--- config.mk ---
export PLATFORM = sky130hd
export DESIGN_NAME = apb_sin_gen
export DESIGN_NICKNAME = d
export VERILOG_FILES = /design/src/rtl/apb_sin_pkg.sv /design/src/rtl/sin_quarter_rom.sv /design/src/rtl/apb_sin_gen.sv
export SDC_FILE = /design/constraint.sdc
export NUM_CORES = 1
export LEC_CHECK = 0
export ABC_AREA = 1
export ABC_CLOCK_PERIOD_IN_PS = 2130
export CORE_AREA = 2 2 105 76
export DETAILED_ROUTE_END_ITERATION = 16
export DIE_AREA = 0 0 107 78
export PLACE_DENSITY = 0.65
export SYNTH_ARGS = -nofsm -noshare
export SYNTH_HDL_FRONTEND = slang
export SYNTH_SLANG_ARGS = --single-unit
--- constraint.sdc ---
create_clock -name PCLK -period 2.13 [get_ports PCLK]
set_input_delay 0.426 -clock PCLK [delete_from_list [all_inputs] [get_ports PCLK]]
set_output_delay 0.426 -clock PCLK [all_outputs]
set_load 0.05 [all_outputs]
--- src/rtl/apb_sin_pkg.sv ---
// Shared constants, engine states and the quadrant fold for the APB sine generator.
package apb_sin_pkg;

  localparam logic [3:0] OFS_PHASE = 4'h0;
  localparam logic [3:0] OFS_SIN   = 4'h4;
  localparam logic [3:0] OFS_STEP  = 4'h8;
  localparam logic [3:0] OFS_CTRL  = 4'hC;

  localparam int CTRL_AUTO_BIT = 0;
  localparam int CTRL_BUSY_BIT = 1;

  typedef enum logic [1:0] {
    ENG_IDLE   = 2'd0,
    ENG_LOOKUP = 2'd1,
    ENG_APPLY  = 2'd2
  } eng_state_e;

  typedef struct packed {
    logic        neg;
    logic [30:0] idx;
  } fold_t;

  // Odd quadrants mirror the quarter table, the lower half-plane negates it.
  function automatic fold_t quad_fold(input logic [31:0] k, input int pb);
    fold_t       f;
    logic [31:0] qn;
    logic [31:0] r;
    logic [1:0]  q;
    qn    = 32'd1 << (pb - 2);
    r     = k & (qn - 32'd1);
    q     = 2'(k >> (pb - 2));
    f.neg = q[1];
    f.idx = q[0] ? 31'(qn - r) : 31'(r);
    return f;
  endfunction

endpackage

--- src/rtl/sin_quarter_rom.sv ---
// Quarter-wave sine table S(0..N/4), magnitudes only; one-cycle registered read.
// Entries are round((2^(OUT_W-1)-1) * sin(2*pi*i/N)), evaluated at elaboration.
module sin_quarter_rom #(
  parameter int PHASE_BITS = 3,
  parameter int OUT_W      = 16
) (
  input  logic                  clk,
  input  logic [PHASE_BITS-1:0] addr_i,
  output logic [OUT_W-1:0]      data_o
);

  localparam int  QN  = 1 << (PHASE_BITS - 2);
  localparam real PI  = 3.14159265358979323846;
  localparam real AMP = real'((64'd1 << (OUT_W - 1)) - 64'd1);

  logic [OUT_W-1:0] rom [0:QN];
  logic [OUT_W-1:0] data_q;

  for (genvar i = 0; i <= QN; i++) begin : g_rom
    localparam real V = AMP * $sin(2.0 * PI * i / (4.0 * QN));
    assign rom[i] = OUT_W'($rtoi(V + 0.5));
  end

  always_ff @(posedge clk) begin
    data_q <= rom[addr_i[PHASE_BITS-2:0]];
  end

  assign data_o = data_q;

  logic unused_addr;
  assign unused_addr = addr_i[PHASE_BITS-1];

endmodule

--- src/rtl/apb_sin_gen.sv ---
// APB sine generator: per-channel PHASE/SIN/STEP/CTRL, one shared quarter-ROM engine (3 cycles/channel).
// Every access takes one wait state; a SIN read of a busy channel stalls PREADY until its result lands.
module apb_sin_gen
  import apb_sin_pkg::*;
#(
  parameter int PHASE_BITS = 3,
  parameter int OUT_W      = 16,
  parameter int CHANNELS   = 2
) (
  input  logic        PCLK,
  input  logic        PRESET,
  input  logic        PSEL,
  input  logic        PENABLE,
  input  logic        PWRITE,
  input  logic [31:0] PADDR,
  input  logic [31:0] PWDATA,
  output logic [31:0] PRDATA,
  output logic        PREADY,
  output logic        PSLVERR
);

  localparam int CW = (CHANNELS > 1) ? $clog2(CHANNELS) : 1;

  logic [PHASE_BITS-1:0] phase_q [CHANNELS];
  logic [PHASE_BITS-1:0] phase_d [CHANNELS];
  logic [PHASE_BITS-1:0] step_q  [CHANNELS];
  logic [PHASE_BITS-1:0] step_d  [CHANNELS];
  logic [OUT_W-1:0]      sin_q   [CHANNELS];
  logic [OUT_W-1:0]      sin_d   [CHANNELS];
  logic [CHANNELS-1:0]   auto_q, auto_d;
  logic [CHANNELS-1:0]   pending_q, pending_d;
  logic [CHANNELS-1:0]   set_pend, pend_clr, busy;

  logic [31:0] prdata_q, prdata_d;
  logic        pready_q, pready_d;
  logic        pslverr_q, pslverr_d;

  eng_state_e            state_q, state_d;
  logic [CW-1:0]         cur_q, cur_d;
  logic                  neg_q, neg_d;
  logic [PHASE_BITS-1:0] idx_q, idx_d;
  logic [OUT_W-1:0]      rom_data;
  logic [CW-1:0]         pick;
  fold_t                 fold_w;

  // Address decode
  logic [CW-1:0] ch;
  logic [3:0]    ofs;
  logic          bad_ch, bad_align, is_sin, err, access, stall;
  logic [31:0]   rdata;

  assign ch        = PADDR[4 +: CW];
  assign ofs       = PADDR[3:0];
  assign bad_ch    = PADDR[31:4] >= 28'(CHANNELS);
  assign bad_align = ofs[1:0] != 2'b00;
  assign is_sin    = ofs == OFS_SIN;
  assign err       = bad_ch | bad_align | (PWRITE & is_sin);
  assign access    = PSEL & PENABLE;
  assign stall     = !PWRITE & is_sin & !bad_ch & !bad_align & busy[ch];

  always_comb begin
    for (int i = 0; i < CHANNELS; i++) begin
      busy[i] = pending_q[i] | ((state_q != ENG_IDLE) && (cur_q == CW'(i)));
    end
  end

  always_comb begin
    rdata = '0;
    case (ofs)
      OFS_PHASE: rdata = 32'(phase_q[ch]);
      OFS_SIN:   rdata = 32'($signed(sin_q[ch]));
      OFS_STEP:  rdata = 32'(step_q[ch]);
      OFS_CTRL: begin
        rdata[CTRL_AUTO_BIT] = auto_q[ch];
        rdata[CTRL_BUSY_BIT] = busy[ch];
      end
      default:   rdata = '0;
    endcase
  end

  // Bus side: respond at the end of the access cycle, commit side effects at completion.
  always_comb begin
    phase_d   = phase_q;
    step_d    = step_q;
    auto_d    = auto_q;
    set_pend  = '0;
    prdata_d  = prdata_q;
    pready_d  = 1'b0;
    pslverr_d = 1'b0;
    if (!pready_q) begin
      if (access && !stall) begin
        pready_d  = 1'b1;
        pslverr_d = err;
        if (!PWRITE && !err) prdata_d = rdata;
      end
    end else if (access && !err) begin
      if (PWRITE) begin
        case (ofs)
          OFS_PHASE: begin
            phase_d[ch]  = PWDATA[PHASE_BITS-1:0];
            set_pend[ch] = 1'b1;
          end
          OFS_STEP: step_d[ch] = PWDATA[PHASE_BITS-1:0];
          OFS_CTRL: auto_d[ch] = PWDATA[CTRL_AUTO_BIT];
          default:  ;
        endcase
      end else if (is_sin && auto_q[ch]) begin
        phase_d[ch]  = phase_q[ch] + step_q[ch];
        set_pend[ch] = 1'b1;
      end
    end
  end

  always_comb begin
    pick = '0;
    for (int i = CHANNELS - 1; i >= 0; i--) begin
      if (pending_q[i]) pick = CW'(i);
    end
  end

  assign fold_w = quad_fold(32'(phase_q[pick]), PHASE_BITS);

  always_comb begin
    state_d  = state_q;
    cur_d    = cur_q;
    neg_d    = neg_q;
    idx_d    = idx_q;
    sin_d    = sin_q;
    pend_clr = '0;
    case (state_q)
      ENG_IDLE: begin
        if (|pending_q) begin
          cur_d          = pick;
          neg_d          = fold_w.neg;
          idx_d          = fold_w.idx[PHASE_BITS-1:0];
          pend_clr[pick] = 1'b1;
          state_d        = ENG_LOOKUP;
        end
      end
      ENG_LOOKUP: state_d = ENG_APPLY;
      ENG_APPLY: begin
        sin_d[cur_q] = neg_q ? (OUT_W'(0) - rom_data) : rom_data;
        state_d      = ENG_IDLE;
      end
      default: state_d = ENG_IDLE;
    endcase
  end

  // A new request landing as the engine takes the old one must survive.
  assign pending_d = (pending_q & ~pend_clr) | set_pend;

  sin_quarter_rom #(
    .PHASE_BITS(PHASE_BITS),
    .OUT_W     (OUT_W)
  ) u_rom (
    .clk   (PCLK),
    .addr_i(idx_q),
    .data_o(rom_data)
  );

  always_ff @(posedge PCLK) begin
    if (PRESET) begin
      for (int i = 0; i < CHANNELS; i++) begin
        phase_q[i] <= '0;
        step_q[i]  <= '0;
        sin_q[i]   <= '0;
      end
      auto_q    <= '0;
      pending_q <= '0;
      prdata_q  <= '0;
      pready_q  <= 1'b0;
      pslverr_q <= 1'b0;
      state_q   <= ENG_IDLE;
      cur_q     <= '0;
      neg_q     <= 1'b0;
      idx_q     <= '0;
    end else begin
      phase_q   <= phase_d;
      step_q    <= step_d;
      sin_q     <= sin_d;
      auto_q    <= auto_d;
      pending_q <= pending_d;
      prdata_q  <= prdata_d;
      pready_q  <= pready_d;
      pslverr_q <= pslverr_d;
      state_q   <= state_d;
      cur_q     <= cur_d;
      neg_q     <= neg_d;
      idx_q     <= idx_d;
    end
  end

  assign PRDATA  = prdata_q;
  assign PREADY  = pready_q;
  assign PSLVERR = pslverr_q;

  logic unused_bits;
  assign unused_bits = ^{fold_w.idx[30:PHASE_BITS], PWDATA[31:PHASE_BITS]};

endmodule

==> results.cfg, run 1 <==
[run_status]
outcome = finished, final reports clean

[route]
detail_route.drc_violations = 0
detail-route-antenna-nets = 0
drt_first_pass_iters = 4
detail_route.iter0.violations = 100
route.vias.total = 2509
final_routed_wirelength_across_all_metal_layers_um = 6130
routedWlPerCell_um = 11.0
route.detailed.vias_per_inst = 4.51

[cts]
path_clk_slew_ns = 0.08
numClockSinks = 42
cts_buffer_depth = 2
ctsRootBufferMaster = clkbuf_8
numCtsBuffers = 5
clk-insertion-delay-late_ns = 0.29
cts_tree = built
htree_levels = 2

[placed_design]
pre_cts_ws_ns = -0.551
gp_congestion = 0.886
io_buffers = 73
place.detailed.hpwl_um = 5040
postPlaceCellArea_mm2 = 0.00326

[floorplan]
floorplan.initialDensity_pct = 34.7
design.die.area_mm2 = 0.00835
die-width_um = 107
core_region_area_mm2 = 0.00725
die-height_um = 78
rows = 26
i_o_pins = 103

[timing]
timing.final.ws_setup_ns = 0.134
final.setup_skew_ns = 0.00706
timing.final.crit_period_ns = 2.00
min_period_over_period_pct = 93.7
hold_slack_ns = 0.454
fmax_ghz = 0.501
setup_violations = 0
unrepaired_setup_endpoints_after_global_routing = false
report.final.hold_viol_count = 0
slew_violations = 0
timing.setup.tns_ns = 0
tightestPinTransition_ns = 0.545
relSlewSlack_pct = 63.5

[power]
worst_case_vdd_ir_drop_uv = 273
static-leakage-power_nw = 1.44
power_per_cell_area_mw_per_mm2 = 476

[global_route]
remaining_overflow_grt = 0
number_of_antenna_violations_at_the_first_check_in_global_routing = 0
grt_start_max_net_pins = 28
first_global_vias = 2281
wire_length_of_the_first_global_routing_pass_um = 10300
gr-usage-all-layers_pct = 15.3

[layout]
post-route-cell-area_mm2 = 0.00336
insertedDiodeCount = 0
multiInputGateArea_mm2 = 0.00129
layout-area-overhead-vs-synth_pct = 33.5
fillCellCount = 717
seqCellArea_um2 = 841
drive_gt1_share_pct = 13.5
nNetsFinal = 531

[critical_path]
crit_path_cell_trace = clkdlybuf4s50_1
worstPathMaxFanout = 8
critPathBufInv = 1
setup.worst_path.class = reg2out
setup.worst_path.end_class = primary output
worstPathRequired_ns = 1.70
cpMaxStageDelayCell = clkdlybuf4s50_1
slowest_delay_ns = 0.84
worst_ep_arrival_time_ns = 1.57
cp_top_family = buffers and inverters
kind_of_start_point_of_the_critical_path = register

[synthesis]
async_reset_ff_share_pct = 0
yosys.area.top_type_share_pct = 33.4
netlist_top_cells_count = nand2_1 (100), nor2_1 (71), dfxtp_1 (42), inv_1 (40), buf_4 (26)
synth.yosys.warnings = 0
netlist.top_cell.by_area = dfxtp_1
synthesized_net_count = 464
yosys.cell_count.top_type = nand2_1
synthesis.instances = 390
yosys_register_bits = 42
ys_dominant_reg_cell = dfxtp_1
avgSynthCellArea_um2 = 6.45
synth_top_cells_by_area = dfxtp_1 (33%), nand2_1 (15%), nor2_1 (11%)
post_synth_instance_area_mm2 = 0.00252
yosysSeqAreaShare_pct = 33.4
synth.lib_cells_used.distinct = 30
edff_count_synth = 0

[min_path]
min-delay-path-class = reg2reg

[job]
max-cap-violations = 0
## flip-flops by register name, summed over array words and instances, names as in the netlist
register / flops
PRDATA: 6
step_q: 6
auto_q: 2
idx_q: 2
PREADY: 1
u_rom.data_o: 2
state_q: 2
pending_q: 2
PSLVERR: 1
sin_q: 10
cur_q: 1
neg_q: 1
phase_q: 6
## metal layers
layer	vias to the layer above	part of all wire, %	GRT usage (%)
li1	1339	-	-
met1	1097	50	21.4
met2	69	42	23.7
met3	4	6.7	3.61
met4	0	0.60	3.77
met5	-	0	0
## final cells by class
type,instances,area share [%]
flip-flops and latches,42,25.0
multi-input cells,272,38.3
clock inverters,3,1.19
repair buffers,93,24.8
inverters,43,4.95
well taps,98,3.65
clock buffers,5,2.05
## stage by stage
stage / utilization (%) / std cells / total power, mW
final: 46.3 / 556 / 1.60
after global routing: 46.3 / 556 / 1.67
after CTS: 46.4 / 556 / 1.62
after detailed placement: 44.9 / 548 / 0.994
after global placement: 44.9 / 548 / 0.991
after floorplan: - / 390 / 0.877
## report_power, final
part	total [mW]	leakage [nW]	switching (mW)	internal [mW]
logic	0.188	1.05	0.0873	0.101
registers	0.787	0.338	0.00131	0.786
clock network	0.625	0.0579	0.280	0.345
## tightest hold or removal path, stage by stage, from the launching register on
cell     delay [ns]
dfxtp_1        0.34
inv_1          0.06
nor2_1         0.03
## placed cells by master, fill, tap and decap left out, types with 2 or more instances in the layout
cell type,netlist,routed
clkdlybuf4s50_1,0,55
a31oi_1,3,3
o21bai_1,2,2
clkbuf_8,0,5
nand3_1,15,15
a21oi_1,23,23
nor2_1,71,71
ha_1,4,4
or2_2,3,3
clkinv_2,0,2
buf_4,26,37
nand4_1,6,6
nor2_2,2,2
nor2_4,2,2
nor3_2,3,3
dfxtp_1,42,42
nand4_2,2,2
o211ai_1,3,3
inv_1,40,40
nand2_1,100,100
nor3_1,5,5
o21ai_0,21,20
## logic make-up (layout without fill, tap and decap cells)
kind of cell / count (synthesis) / count (layout) / share of synthesized area (%)
and+or+nand+nor: 212 / 212 / 36.2
buffers and inverters: 76 / 144 / 15.4
AOI/OAI and AO/OA: 52 / 52 / 11.0
DFF: 42 / 42 / 33.4
adders and majority gates: 5 / 5 / 2.78
muxes: 2 / 2 / 0.845
xor gates and xnor gates: 1 / 1 / 0.348
## final timing paths
kind | cells past startpoint | slack, ns | from | end
max | 1 | 0.13 | PRDATA[13]$_SDFFE_PP0P_ | PRDATA[5]
min | 2 | 0.45 | idx_q[1]$_SDFFE_PP0P_ | u_rom.data_o[13]$_SDFF_PN0_
max reg2reg | 12 | 0.17 | step_q[1]$_SDFFE_PP0P_ | phase_q[2]$_SDFFE_PP0P_
min reg2reg | 2 | 0.45 | idx_q[1]$_SDFFE_PP0P_ | u_rom.data_o[13]$_SDFF_PN0_
## repair_timing
item	CTS	global route
hold buffers	0	0
resized for setup	1	3
setup endpoints to repair	4	4
setup buffers	0	0
(Power assumes the default switching activity.)
==> run 2, diff against run 1 <==
Settings changed: ABC_CLOCK_PERIOD_IN_PS 2130 to 2500, PLACE_DENSITY 0.65 to 0.62, SLEW_MARGIN set to 20.
Clock period 2.13 ns to 2.5 ns, I/O delays scaled along.
==> run 2 against run 1 <==
  * Clock skew up 0.0015 ns
  * Critical path depth increased by 14
  * Hold slack worse by 0.0030 ns
  * Sequential power fell by 15%
  * Via count down 2.0%
  * Sequential share of layout area is 0.16 points higher
  * Critical path type is now in2reg
  * Worst setup slack improved by 0.0023 ns
  * Register-to-register slack improved by 0.42 ns
==> results.cfg, run 2 (synthesized netlist as in run 1, its figures left out) <==
[global_route]
remaining_overflow_grt = 0
number_of_antenna_violations_at_the_first_check_in_global_routing = 0
first_global_vias = 2272
gr-usage-all-layers_pct = 15.5
grt_start_max_net_pins = 28
wire_length_of_the_first_global_routing_pass_um = 10400

[placed_design]
gp_congestion = 0.829
io_buffers = 73
place_inst = 540
pre_cts_ws_ns = -0.286
place.detailed.hpwl_um = 5060

[cts]
cts_buffer_depth = 2
number_of_hold_buffers_added_after_cts = 0
htree_levels = 2
path_clk_slew_ns = 0.08
numCtsBuffers = 5
ctsRootBufferMaster = clkbuf_8
numClockSinks = 42
cts_tree = built
clk-insertion-delay-late_ns = 0.29

[min_path]
min-delay-path-class = reg2reg

[power]
power_per_cell_area_mw_per_mm2 = 383
worst_case_vdd_ir_drop_uv = 218
static-leakage-power_nw = 1.35

[critical_path]
worstPathRequired_ns = 2.69
worstPathMaxFanout = 6
cp_top_family = buffers and inverters
setup.worst_path.class = in2reg
kind_of_start_point_of_the_critical_path = input pin
setup.worst_path.end_class = register
crit_path_cell_trace = clkdlybuf4s50_1 > clkinv_1 > buf_4 > nand2_1 > o21ai_1 > ha_2 > fa_1 > inv_1 > nand2_1 > nand2_1 > nand2_1 > nand3_1 > o21ai_2 > nor2_1 > nor2_1
slowest_delay_ns = 0.48
worst_ep_arrival_time_ns = 2.55
cpMaxStageDelayCell = clkdlybuf4s50_1
critPathBufInv = 4
critical_path.most_common_cell = nand2_1

[floorplan]
design.die.area_mm2 = 0.00835
rows = 26
floorplan.initialDensity_pct = 34.7
i_o_pins = 103
core_region_area_mm2 = 0.00725
die-height_um = 78
die-width_um = 107

[layout]
layout-area-overhead-vs-synth_pct = 32.7
fillCellCount = 731
largest_register_ffs = 10
insertedDiodeCount = 0
final_common_cell = nand2_1
drive_gt1_share_pct = 8.44
final_cell_count_no_fill = 548
nNetsFinal = 523
registers.top_by_ff_count = sin_q
mostFrequentLayoutCells = nand2_1 (100), clkdlybuf4s50_1 (73), nor2_1 (71)

[route]
drt_first_pass_iters = 4
final_routed_wirelength_across_all_metal_layers_um = 6180
route.vias.total = 2459
detail_route.iter0.violations = 90
route.detailed.vias_per_inst = 4.49
routedWlPerCell_um = 11.3
detail-route-antenna-nets = 0
detail_route.drc_violations = 0

[timing]
fmax_ghz = 0.423
timing.final.ws_setup_ns = 0.136
setup_violations = 0
min_period_over_period_pct = 94.6
report.final.hold_viol_count = 0
timing.final.crit_period_ns = 2.36
tightestPinTransition_ns = 0.683
hold_slack_ns = 0.451
final.setup_skew_ns = 0.00853
slew_violations = 0
unrepaired_setup_endpoints_after_global_routing = false
relSlewSlack_pct = 54.1

[run_status]
outcome = finished, final reports clean

[job]
max-cap-violations = 0
## run 2: routing by layer
metal / vias up / wire length [µm] / track usage (%) / share of wire [%]
met5: - / 0 / 0 / 0
met2: 58 / 2580 / 24.3 / 42
met4: 0 / 43 / 3.51 / 0.70
li1: 1323 / - / - / -
met1: 1073 / 3240 / 21.9 / 52
met3: 5 / 329 / 3.28 / 5.3
## run 2: repair_timing
item                       CTS  global route
setup endpoints to repair    1             4
buffers inserted             0             0
pin swaps                    1             1
gates resized for setup      0             7
## run 2: layout make-up
cell class                      count  area (µm²)  area share [%]
Multi-Input combinational cell    272        1300            38.9
Sequential cell                    42         841            25.2
Timing Repair Buffer               85         821            24.6
Inverter                           43         161            4.83
Tap cell                           98         123            3.67
Clock buffer                        6        82.6            2.47
Clock inverter                      2        12.5           0.375
## run 2: final timing paths
kind	start	to	slack (ns)	cells after the start
max	PADDR[4]	phase_q[2]$_SDFFE_PP0P_	0.14	15
min	idx_q[1]$_SDFFE_PP0P_	u_rom.data_o[13]$_SDFF_PN0_	0.45	2
max reg2reg	step_q[1]$_SDFFE_PP0P_	phase_q[2]$_SDFFE_PP0P_	0.59	12
min reg2reg	idx_q[1]$_SDFFE_PP0P_	u_rom.data_o[13]$_SDFF_PN0_	0.45	2
## run 2: through the flow
| stage | total power, mW | area (µm²) | setup TNS, ns | utilization, % |
|---|---|---|---|---|
| detailed placement | 0.840 | 3230 | -0.859 | 44.6 |
| global placement | 0.838 | 3230 | -0.600 | 44.6 |
| finish | 1.28 | 3340 | 0 | 46.0 |
| floorplan | 0.746 | 2520 | 0 | - |
| CTS | 1.29 | 3330 | 0 | 45.9 |
| global route | 1.34 | 3340 | 0 | 46.0 |
## run 2: worst register-to-register path: cells and delay by family (launching register included)
kind                       cells  cell delay, ns
AOI/OAI and AO/OA              2            0.15
adders and majority gates      1            0.46
buffers and inverters          2            0.15
DFF                            1            0.31
and+or+nand+nor                7            0.74
## run 2: report_power, final
part	total, mW	switching (mW)	internal, mW
clock network	0.452	0.230	0.222
logic	0.155	0.0736	0.0818
registers	0.671	0.00100	0.670
==> run 3, diff against run 2 <==
Settings changed: ABC_CLOCK_PERIOD_IN_PS 2500 to 1920, MAX_ROUTING_LAYER set to met4, PLACE_DENSITY 0.62 to 0.65.
Clock period 2.5 ns to 1.92 ns, I/O delays scaled along.
==> run 3 against run 2 <==
  * Non-clock buffer count rose by 30
  * Global-route usage up 1.3 points
  * Register-to-register slack got worse by 0.43 ns
  * Power is 34% higher
  * Die area unchanged
  * Critical path type is now reg2out
  * First-iteration DRC count is 2.2% higher
  * Clock-buffer cell count grew 1
  * Final cell count increased by 5.5%
  * Hold slack improved by 0.0016 ns
  * Design area rose by 15%
  * Largest power group unchanged
==> results.cfg, run 3 (synthesized netlist as in run 1, its figures left out) <==
[run_status]
outcome = finished, final reports clean

[power]
comb_power_share_pct = 13.7
power_report.internal_total_mw = 1.29
swShare_pct = 24.7
power.share.sequential_pct = 51.0
worst_case_vdd_ir_drop_uv = 254
total_switching_power_mw = 0.423
power_per_cell_area_mw_per_mm2 = 445
clock_power_share_pct = 35.3
static-leakage-power_nw = 1.72

[global_route]
remaining_overflow_grt = 0
grt_start_max_net_pins = 26
wire_length_of_the_first_global_routing_pass_um = 11100
gr-usage-all-layers_pct = 16.9
number_of_antenna_violations_at_the_first_check_in_global_routing = 0
first_global_vias = 2410

[critical_path]
cpMaxStageDelayCell = clkdlybuf4s50_1
worstPathRequired_ns = 1.54
worst_ep_arrival_time_ns = 1.47
critPathBufInv = 1
kind_of_start_point_of_the_critical_path = register
setup.worst_path.end_class = primary output
worstPathMaxFanout = 2
setup.worst_path.class = reg2out
crit_path_cell_trace = clkdlybuf4s50_1
cp_top_family = buffers and inverters
slowest_delay_ns = 0.82

[route]
drt_first_pass_iters = 4
route.detailed.vias_per_inst = 4.63
detail_route.drc_violations = 0
detail-route-antenna-nets = 0
final_routed_wirelength_across_all_metal_layers_um = 6860
detail_route.iter0.violations = 92
routedWlPerCell_um = 11.9
route.vias.total = 2674

[placed_design]
io_buffers = 73
place.detailed.hpwl_um = 5430
gp_congestion = 0.848
pre_cts_ws_ns = -0.556
place_inst = 565

[cts]
cts_tree = built
htree_levels = 2
clk-insertion-delay-late_ns = 0.30
cts_buffer_depth = 2
path_clk_slew_ns = 0.09
numClockSinks = 42
number_of_hold_buffers_added_after_cts = 0
numCtsBuffers = 5
ctsRootBufferMaster = clkbuf_8

[timing]
slew_violations = 0
report.final.hold_viol_count = 0
final.setup_skew_ns = 0.00982
min_period_over_period_pct = 96.8
timing.final.ws_setup_ns = 0.0618
tightestPinTransition_ns = 0.554
relSlewSlack_pct = 62.9
fmax_ghz = 0.538
setup_violations = 0
timing.final.crit_period_ns = 1.86

[floorplan]
die-height_um = 78
rows = 26
die-width_um = 107
i_o_pins = 103
design.die.area_mm2 = 0.00835
floorplan.initialDensity_pct = 34.7
core_region_area_mm2 = 0.00725

[layout]
final_cell_count_no_fill = 578
largest_register_ffs = 10
registers.top_by_ff_count = sin_q
final_core_utilization_pct = 53.0
final_common_cell = nand2_1
mostFrequentLayoutCells = nand2_1 (99), nor2_1 (63), buf_4 (49)
drive_gt1_share_pct = 22.7
layout-area-overhead-vs-synth_pct = 52.8
nNetsFinal = 553
fillCellCount = 702
insertedDiodeCount = 0

[min_path]
min-delay-path-class = reg2reg

[job]
max-cap-violations = 0
run 3: cell types whose count changed in the layout (fill, tap and decap cells not counted), moves of 5 or more:
cell	change
buf_12	+20
buf_4	+37
clkdlybuf4s50_1	-41
dlymetal6s2s_1	+10
nor2_1	-8
nor2_2	+5
run 3: layout make-up:
class / count / area (µm²) / area share [%]
well taps: 98 / 123 / 3.19
clock buffers: 7 / 86.3 / 2.24
inverters: 43 / 166 / 4.33
repair buffers: 115 / 1250 / 32.6
flip-flops and latches: 42 / 841 / 21.9
clock inverters: 1 / 5.00 / 0.130
multi-input cells: 272 / 1370 / 35.7
run 3: worst register-to-register path, stage by stage (launching register included):
cell and delay (ns):
dfxtp_1 0.32, or2_2 0.30, o21ai_2 0.08, inv_1 0.07, fa_2 0.35, inv_1 0.07, nand2_1 0.07, nand2_1 0.06
nand2_1 0.05, nand3_1 0.07, o21ai_1 0.08, nor2_1 0.10, nor2_1 0.05
run 3: path summary, 6_finish.rpt:
kind	startpoint	end	slack, ns	cells after the start
setup / recovery	PRDATA[0]$_SDFFE_PP0P_	PRDATA[0]	0.06	1
hold / removal	idx_q[0]$_SDFFE_PP0P_	u_rom.data_o[13]$_SDFF_PN0_	0.45	1
setup reg to reg	step_q[1]$_SDFFE_PP0P_	phase_q[5]$_SDFFE_PP0P_	0.16	12
hold reg to reg	idx_q[0]$_SDFFE_PP0P_	u_rom.data_o[13]$_SDFF_PN0_	0.45	1
run 3: power groups by stage:
| stage | combinational (mW) | clock [mW] | sequential [mW] |
|---|---|---|---|
| detailed placement | 0.228 | 0 | 0.894 |
| global placement | 0.224 | 0 | 0.894 |
| CTS | 0.228 | 0.611 | 0.873 |
| floorplan | 0.0754 | 0 | 0.899 |
| finish | 0.235 | 0.604 | 0.873 |
| global route | 0.257 | 0.654 | 0.874 |
run 3: what timing repair did:
item / in CTS / in global routing
pin swaps: 0 / 17
setup buffers: 0 / 5
endpoints found under the setup margin: 6 / 14
endpoints found under the hold margin: 0 / 0
resized for setup: 1 / 36
run 3: per-layer routing:
metal	routed length [µm]	vias to the layer above	global-route usage, %
met4	78	0	3.12
met5	0	-	-
met3	434	7	4.62
met2	2960	75	25.6
li1	-	1386	-
met1	3380	1206	22.6
run 3: stage by stage:
stage	hold slack (ns)	total power, mW	setup TNS, ns	instance area (µm²)
floorplan	0.421	0.975	0	2530
global placement	0.437	1.12	-6.54	3610
detailed placement	0.448	1.12	-6.81	3610
CTS	0.459	1.71	0	3700
global route	0.482	1.79	-0.104	3850
finish	0.452	1.71	0	3850
